--- config.mk ---
export PLATFORM = sky130hd
export DESIGN_NAME = sw_input_reader
export DESIGN_NICKNAME = d
export VERILOG_FILES = /design/src/rtl/io_pkg.sv /design/src/rtl/debounce_bit.sv /design/src/rtl/sw_input_reader.sv
export SDC_FILE = /design/constraint.sdc
export NUM_CORES = 1
export LEC_CHECK = 0
export CAP_MARGIN = 25
export CELL_PAD_IN_SITES_DETAIL_PLACEMENT = 2
export CELL_PAD_IN_SITES_GLOBAL_PLACEMENT = 2
export CORE_MARGIN = 2
export CORE_UTILIZATION = 42
export DETAILED_ROUTE_END_ITERATION = 10
export PLACE_DENSITY_LB_ADDON = 0.2
export SYNTH_ARGS = -nofsm -noshare
export SYNTH_HDL_FRONTEND = slang
export SYNTH_HIERARCHICAL = 1
export SYNTH_SLANG_ARGS = --single-unit
--- constraint.sdc ---
create_clock -name CLK100MHZ -period 5.1 [get_ports CLK100MHZ]
set_clock_uncertainty 0.05 [all_clocks]
set_input_delay 0.51 -clock CLK100MHZ [delete_from_list [all_inputs] [get_ports CLK100MHZ]]
set_output_delay 0.51 -clock CLK100MHZ [all_outputs]
set_load 0.1 [all_outputs]
--- src/rtl/io_pkg.sv ---
// Shared definitions for the board-input readers: default sizing and
// the event handshake state encoding.
package io_pkg;

  localparam int SW_WIDTH          = 16;
  localparam int SW_TICK_DIV       = 100000;
  localparam int SW_DEBOUNCE_TICKS = 10;

  typedef enum logic {
    IDLE    = 1'b0,
    PENDING = 1'b1
  } evt_state_t;

endpackage

--- src/rtl/debounce_bit.sv ---
// One switch bit: 2-flop synchronizer followed by a tick-paced debounce counter.
module debounce_bit #(
  parameter int DEBOUNCE_TICKS = 10
) (
  input  logic clk,
  input  logic rst,
  input  logic tick,
  input  logic raw,
  output logic stable
);

  localparam int CW = $clog2(DEBOUNCE_TICKS) + 1;

  logic          sync_p0;
  logic          sync_p1;
  logic [CW-1:0] cnt;
  logic          stable_q;

  always_ff @(posedge clk) begin
    if (rst) begin
      sync_p0  <= 1'b0;
      sync_p1  <= 1'b0;
      cnt      <= '0;
      stable_q <= 1'b0;
    end else begin
      sync_p0 <= raw;
      sync_p1 <= sync_p0;
      // Any sample agreeing with the stable level discards accumulated bounce.
      if (sync_p1 == stable_q) begin
        cnt <= '0;
      end else if (tick) begin
        if (cnt == CW'(DEBOUNCE_TICKS - 1)) begin
          stable_q <= sync_p1;
          cnt      <= '0;
        end else begin
          cnt <= cnt + 1'b1;
        end
      end
    end
  end

  assign stable = stable_q;

endmodule

--- src/rtl/sw_input_reader.sv ---
// Debounced slide-switch reader with change pulse and a single-entry
// change-event handshake for the CPU read path.
module sw_input_reader
  import io_pkg::*;
#(
  parameter int WIDTH          = SW_WIDTH,
  parameter int TICK_DIV       = SW_TICK_DIV,
  parameter int DEBOUNCE_TICKS = SW_DEBOUNCE_TICKS
) (
  input  logic             CLK100MHZ,
  input  logic             clr,
  input  logic [WIDTH-1:0] sw_in,
  output logic [WIDTH-1:0] sw_stable,
  output logic             sw_changed,
  output logic             evt_valid,
  output logic [WIDTH-1:0] evt_data,
  input  logic             evt_ack,
  output logic             evt_overrun
);

  localparam int TCW = $clog2(TICK_DIV);

  logic [TCW-1:0]   tcnt;
  logic             tick;
  logic [WIDTH-1:0] stable_p0;
  logic [WIDTH-1:0] stable_p1;
  logic             chg;

  evt_state_t       state, state_n;
  logic [WIDTH-1:0] evt_data_n;
  logic             overrun_n;

  always_ff @(posedge CLK100MHZ) begin
    if (clr) begin
      tcnt <= '0;
    end else if (tick) begin
      tcnt <= '0;
    end else begin
      tcnt <= tcnt + 1'b1;
    end
  end

  assign tick = (tcnt == TCW'(TICK_DIV - 1));

  for (genvar i = 0; i < WIDTH; i++) begin : g_bit
    debounce_bit #(
      .DEBOUNCE_TICKS(DEBOUNCE_TICKS)
    ) u_db (
      .clk    (CLK100MHZ),
      .rst    (clr),
      .tick   (tick),
      .raw    (sw_in[i]),
      .stable (stable_p0[i])
    );
  end

  // Stage p1: previous stable word, so several bits flipping on one tick
  // collapse into a single change.
  always_ff @(posedge CLK100MHZ) begin
    if (clr) begin
      stable_p1  <= '0;
      sw_changed <= 1'b0;
    end else begin
      stable_p1  <= stable_p0;
      sw_changed <= chg;
    end
  end

  assign chg = |(stable_p0 ^ stable_p1);

  always_ff @(posedge CLK100MHZ) begin
    if (clr) begin
      state       <= IDLE;
      evt_data    <= '0;
      evt_overrun <= 1'b0;
    end else begin
      state       <= state_n;
      evt_data    <= evt_data_n;
      evt_overrun <= overrun_n;
    end
  end

  always_comb begin
    state_n    = state;
    evt_data_n = evt_data;
    overrun_n  = evt_overrun;
    case (state)
      IDLE: begin
        if (chg) begin
          evt_data_n = stable_p0;
          state_n    = PENDING;
        end
      end
      PENDING: begin
        // A simultaneous ack consumes the old event, so the newest one is
        // not an overrun.
        if (chg) begin
          evt_data_n = stable_p0;
          overrun_n  = ~evt_ack;
        end else if (evt_ack) begin
          state_n   = IDLE;
          overrun_n = 1'b0;
        end
      end
      default: state_n = IDLE;
    endcase
  end

  assign sw_stable = stable_p0;
  assign evt_valid = (state == PENDING);

endmodule

# After elaboration in Yosys (flattened, before gate mapping)
# Index checks and enable logic that the tools add are counted.
[totals]
mem_bits_ro = 0
mem_count = 0
out_inout_bits = 35
latch_bits = 0
word_cells = 198
reg_bits = 180
ram_bits = 0
inputBits = 19
[classes]
shifts = 0
n_reduce_logical = 36
mul = 0
mux = 23
div_mod_pow = 0
bitwise_logic = 19
add_sub_neg = 17
eq_ne = 33
order_cmp = 0
[op_table]
columns = ["operator", "n"]
rows = [
  ["$add 5x1->5 const B", 16],
  ["$eq 5x4->1 const B", 16],
  ["$mux 5", 16],
  ["$reduce_and 3->1", 16],
  ["$reduce_or 2->1", 17],
  ["$not 1->1", 18],
  ["$add 17x1->17 const B", 1],
  ["$eq 17x17->1 const B", 1],
  ["$eq 1x1->1", 16],
  ["$mux 16", 1],
  ["$reduce_or 16->1", 1],
  ["$xor 16x16->16", 1],
  ["$mux 1", 5],
  ["$pmux 1 s2", 1],
  ["$reduce_and 2->1", 1],
  ["$reduce_bool 2->1", 1],
]

# Logic depth before layout (Yosys ltp)
[depth]
depth_word = 4
depth_mapped = 8
depth_no_buf = 6

# Hierarchy
# The synthesis kept the hierarchy.
[by_module_without_submodules]
columns = ["mod", "seq_area_each_um2", "n_inst", "area_each_um2", "cells_per_inst"]
rows = [
  ["debounce_bit", 160.2, 16, 369.1, 34],
  ["sw_input_reader", 1041.0, 1, 2073.2, 202],
]

# Worst setup path before layout
# No wires, ideal clock.
[synth_timing]
path_kind = "flip-flop to flip-flop"
startpoint = "register g_bit[15].u_db.stable_q"
endpoint = "register evt_data[10]"
setup_slack_ns = 2.491
required_time_ns = 4.929
n_path_buf = 1
setup_time_ns = 0.121
stages_incl_launch_ff = 6
arrival_ns = 2.439
cell_sequence = "dfxtp_1 > xnor2_1 > nand4_1 > nor4_4 > buf_6 > mux2_2"
[synth_between]
elab_chain_cells = 2
[synth_rtl]
columns = ["element", "line_no", "rtl"]
rows = [
  ["start: declaration", "debounce_bit.sv:17", "logic stable_q;"],
  ["start signal: assignment", "debounce_bit.sv:33", "stable_q <= sync_p1;"],
  ["$xor 16x16->16", "sw_input_reader.sv:69", "assign chg = |(stable_p0 ^ stable_p1);"],
  ["$reduce_or 16->1", "sw_input_reader.sv:69", ""],
  ["end signal: assignment", "sw_input_reader.sv:78", "evt_data <= evt_data_n;"],
  ["end: declaration", "sw_input_reader.sv:16", "output logic [WIDTH-1:0] evt_data,"],
]
# No other way between the ends.
# A chain may end at the register's enable or synchronous reset.

# Worst setup path in the final report
[layout_timing]
startpoint = "register tcnt[0]"
endpoint = "register g_bit[7].u_db.stable_q"
[layout_between]
elab_chain_cells = 2
[layout_rtl]
columns = ["element", "line_no", "rtl"]
rows = [
  ["start: declaration", "sw_input_reader.sv:23", "logic [TCW-1:0] tcnt;"],
  ["start signal: assignment", "sw_input_reader.sv:39", "tcnt <= tcnt + 1'b1;"],
  ["$eq 17x17->1", "sw_input_reader.sv:43", "assign tick = (tcnt == TCW'(TICK_DIV - 1));"],
  ["via tick", "sw_input_reader.sv:24", "logic tick;"],
  ["$reduce_and 3->1 (no source line)", "--", ""],
  ["end signal: assignment", "debounce_bit.sv:33", ""],
  ["end: declaration", "debounce_bit.sv:17", ""],
]
# The timed path passes the listed nets, and every way through them passes these cells.

==> summary.md <==
| Metric | Value |
|---|---|
| Number of hold buffers added after cts | 0 |
| Cell chosen for the clock root | clkbuf_16 |
| Synth Warn # | 6 |
| Clk pin slew, worst setup/hold paths | 0.06 ns |
| Setup Buffers After CTS | 0 |
| Top cell type's share of synthesized area | 45.16% |
| Area added between synthesis and finish | 15.23% |
| Clock period minus final worst setup slack | 3.004 ns |
| Most numerous cell types in the synthesized netlist | 180 x dfxtp_1, 97 x nor2_1, 64 x nor2b_1 |
| Number of antenna cells inserted | 0 |
| Peak supply drop | 228.8 uV |
| Arrival @ worst endpoint | 3.28 ns |
| Synth cell types | 31 |
| HP Start | g_bit[0].u_db/sync_p0 |
| Inserted Clock Buffers | 17 |
| Worst reg2reg path startpoint | tcnt[0] |
| Iteration count of the initial detailed-routing pass | 4 |
| Ys flop type | dfxtp_1 |
| Tightest Pin Transition | 1.022 ns |
| Iter 0 DRT Violations | 178 |
| Routed len/inst | 17.71 um |
| Met2 Usage GRT | 35.79% |
| Number of hold violations in the final report | 0 |
| Most common cell in the synthesized netlist | dfxtp_1 |
| Count of final max-slew check failures | 0 |
| Worst hold path stage count | 1 |
| Leakage Power | 4.123 nW |
| Initial antenna violation count | 0 |
| Number of flip-flops and latches in the synthesized netlist | 180 |
| Boundary Pins | 54 |
| Capturing element type of the critical path | flip-flop |
| Type of the worst setup path | flip-flop to flip-flop |
| Share of synthesized flip-flops with an asynchronous set or reset | 0% |
| Routability Congestion | 0.7866 |
| Chip width | 141.8 um |
| CTS tree | built |
| Depth of the worst register-to-register path | 8 |
| Max-capacitance violation count | 0 |
| Crit path max fanout | 42 |
| First-pass GRT wire length | 31.54 mm |
| Place WS | 2.080 ns |
| Fill cell total of the finished layout | 1880 |
| Max incr delay on CP | 0.65 ns |
| Number of synthesized flops with an enable pin | 0 |
| Vias per cell | 5.265 |
| Largest net degree at the start of global routing | 72 |
| Remaining max-slew budget at the tightest pin | 31.67% |
| Clock sink count | 180 |
| DRC violation count after routing | 0 |
| Number of global-route vias before repair | 6163 |
| Area of all placed cells without fillers | 9194 um^2 |
| Terminating pin of the worst hold path | g_bit[0].u_db/sync_p1 |
| Vias after detailed routing | 5502 |
| Cell with the largest stage delay on the worst path | and4_4 |
| Critical path startpoint category | flip-flop |
| Worst-case register-to-register setup slack | 2.10 ns |
| Sequential fraction of the synthesis area | 45.16% |
| Fraction of final layout cells sized beyond drive strength 1 | 12.45% |
| Cell type with the highest aggregate area in the netlist | dfxtp_1 |
| Vert. Die Dim | 141.8 um |
| Layer carrying the most global-route usage | met2 |
| Biggest area contributors in the synthesized netlist | dfxtp_1 45%, xor2_1 6.3%, xnor2_1 5.6%, ha_1 5.2%, nor2b_1 5.0% |
| Final setup violation count | 0 |
| Terminus of the critical flop-to-flop path | g_bit[7].u_db/stable |
| H-tree Lvls | 4 |
| Dpl cells | 1013 |
| Number of placement rows | 50 |
| Final TNS setup | 0 ns |
| Setup repair after global routing missed its margin | no |
| Sum of overflow across all layers after global routing | 0 |
| Synthesized area divided by synthesized cell count | 10.70 um^2 |
| Syn nets | 798 |
| Area of the die | 20120 um^2 |
| Overall routing resource usage | 19.69% |
| Path class of the lowest-slack min-delay path | flip-flop to flip-flop |
| Number of I/O port buffers | 53 |
| Clock Latency Late Sink | 0.44 ns |
| Post-route core utilization | 49.32% |
| Detailed-placement wirelength estimate | 12.48 mm |
| Net count, final | 851 |
| Area after detailed placement | 8633 um^2 |
| Met3 GRT Util | 3.881% |
| Most Frequent Cell on Critical Path | buf_12 |
| Pwr/cell area | 296.2 nW/um^2 |
| CP cell instances | ha_1 > and3_1 > and4_4 > buf_12 > buf_12 > nand4b_4 > o211a_1 > a31o_1 |
| DRT Wirelength | 18.51 mm |
| Post_cts resized | 0 |
| Total standard cell area after synthesis | 7979 um^2 |
| Count of mapped cells out of synthesis | 746 |
| Post-route fraction of the period consumed by the critical path | 58.91% |
| Result of the run | finished, final reports clean |
| Core box area | 18640 um^2 |
| Initial cell density of the core | 42.80% |
| Number of nets with antenna violations after detailed routing | 0 |
| Max clock buf depth | 2 |
| Final non-filler cell total | 1045 |
| Data required time of the critical path | 5.37 ns |
| Min setup slack post-route | 2.096 ns |
| Grt met1 use | 22.61% |
| Timing-limited maximum frequency | 332.9 MHz |
[power breakdown]
group	internal (W)	switching (W)
logic	0.0000271	0.0000360
clock network	0.000670	0.000564
registers	0.00142	0.00000723
total	0.00212	0.000607
[logic make-up (layout without fill, tap and decap cells)]
family	Yosys count	count (layout)	share of synthesized area, %
fa+ha+maj	33	33	5.175
mux	16	16	2.258
compound gates	74	74	9.503
simple gates	278	278	21.77
xor+xnor	108	108	11.86
flops	180	180	45.16
buf+inv	57	122	4.281
[per-stage QoR]
stage               hold slack [ns]  total power [W]
finish                       0.3888         0.002723
floorplan                    0.3638         0.001489
global route                 0.4106         0.002830
detailed placement           0.3801         0.001521
CTS                          0.3958         0.002762
global placement             0.3680         0.001516
[layout by cell type (no fill, tap or decap), drive strengths merged, types with 2 or more instances in the layout]
cell	synthesis	layout
dfxtp	180	180
nor2	97	97
nor2b	64	64
xor2	57	57
clkdlybuf4s50	0	52
xnor2	51	51
nand4	39	39
inv	34	36
ha	33	33
nand2	24	24
and3	19	19
clkbuf	6	19
mux2	16	16
nand4b	16	16
o211a	16	16
a31o	16	16
o211ai	16	16
a211oi	16	16
clkinv	0	6
nand3	5	5
a21oi	5	5
buf	17	5
or3	3	3
o21ai	3	3
clkinvlp	0	3
and4	3	3
nor3	2	2
or4	2	2
nor4	2	2
[worst max-delay path, delay by kind of cell, from the launching register on]
| kind | cells | cell delay [ns] |
|---|---|---|
| AO/OA/AOI/OAI | 2 | 0.43 |
| buffers and inverters | 2 | 0.60 |
| adder cells (fa/ha/maj) | 1 | 0.27 |
| flip-flops | 1 | 0.36 |
| AND/OR/NAND/NOR | 3 | 1.13 |
[how the worst max path moves through the flow]
stage	from	endpoint	slack (ns)
3_5_place_dp	tcnt[0]	g_bit[7].u_db/stable	2.08
3_3_place_gp	tcnt[0]	g_bit[3].u_db/stable	2.26
5_1_grt	tcnt[0]	g_bit[4].u_db/cnt[4]	1.91
6_report	tcnt[0]	g_bit[7].u_db/stable	2.10
4_1_cts	tcnt[0]	g_bit[7].u_db/stable	2.01
2_1_floorplan	g_bit[15].u_db/stable	evt_data[10]	2.49
[final cells by class]
| class | instances | area [um^2] | area share [%] |
|---|---|---|---|
| multi-input combinational | 509 | 4036 | 43.90 |
| sequential | 180 | 3603 | 39.19 |
| timing repair buffer | 57 | 593.1 | 6.451 |
| clock buffer | 19 | 432.9 | 4.709 |
| tap | 234 | 292.8 | 3.185 |
| inverter | 34 | 127.6 | 1.388 |
| clock inverter | 12 | 107.6 | 1.170 |
[metal layers]
metal / routed length, um / up-vias
met2: 9733 / 75
met3: 450 / 33
li1: - / 2652
met5: 0 / -
met1: 7898 / 2742
met4: 424 / 0
[flip-flops by register name, indices dropped and copies added (netlist names)]
register and count:
g_bit.u_db/sync_p1 16, stable_p1 16, sw_changed 1, evt_data 16, g_bit.u_db/cnt 80, evt_valid 1, tcnt 17, evt_overrun 1
g_bit.u_db/sync_p0 16, g_bit.u_db/stable 16
(Power assumes the default switching activity.)
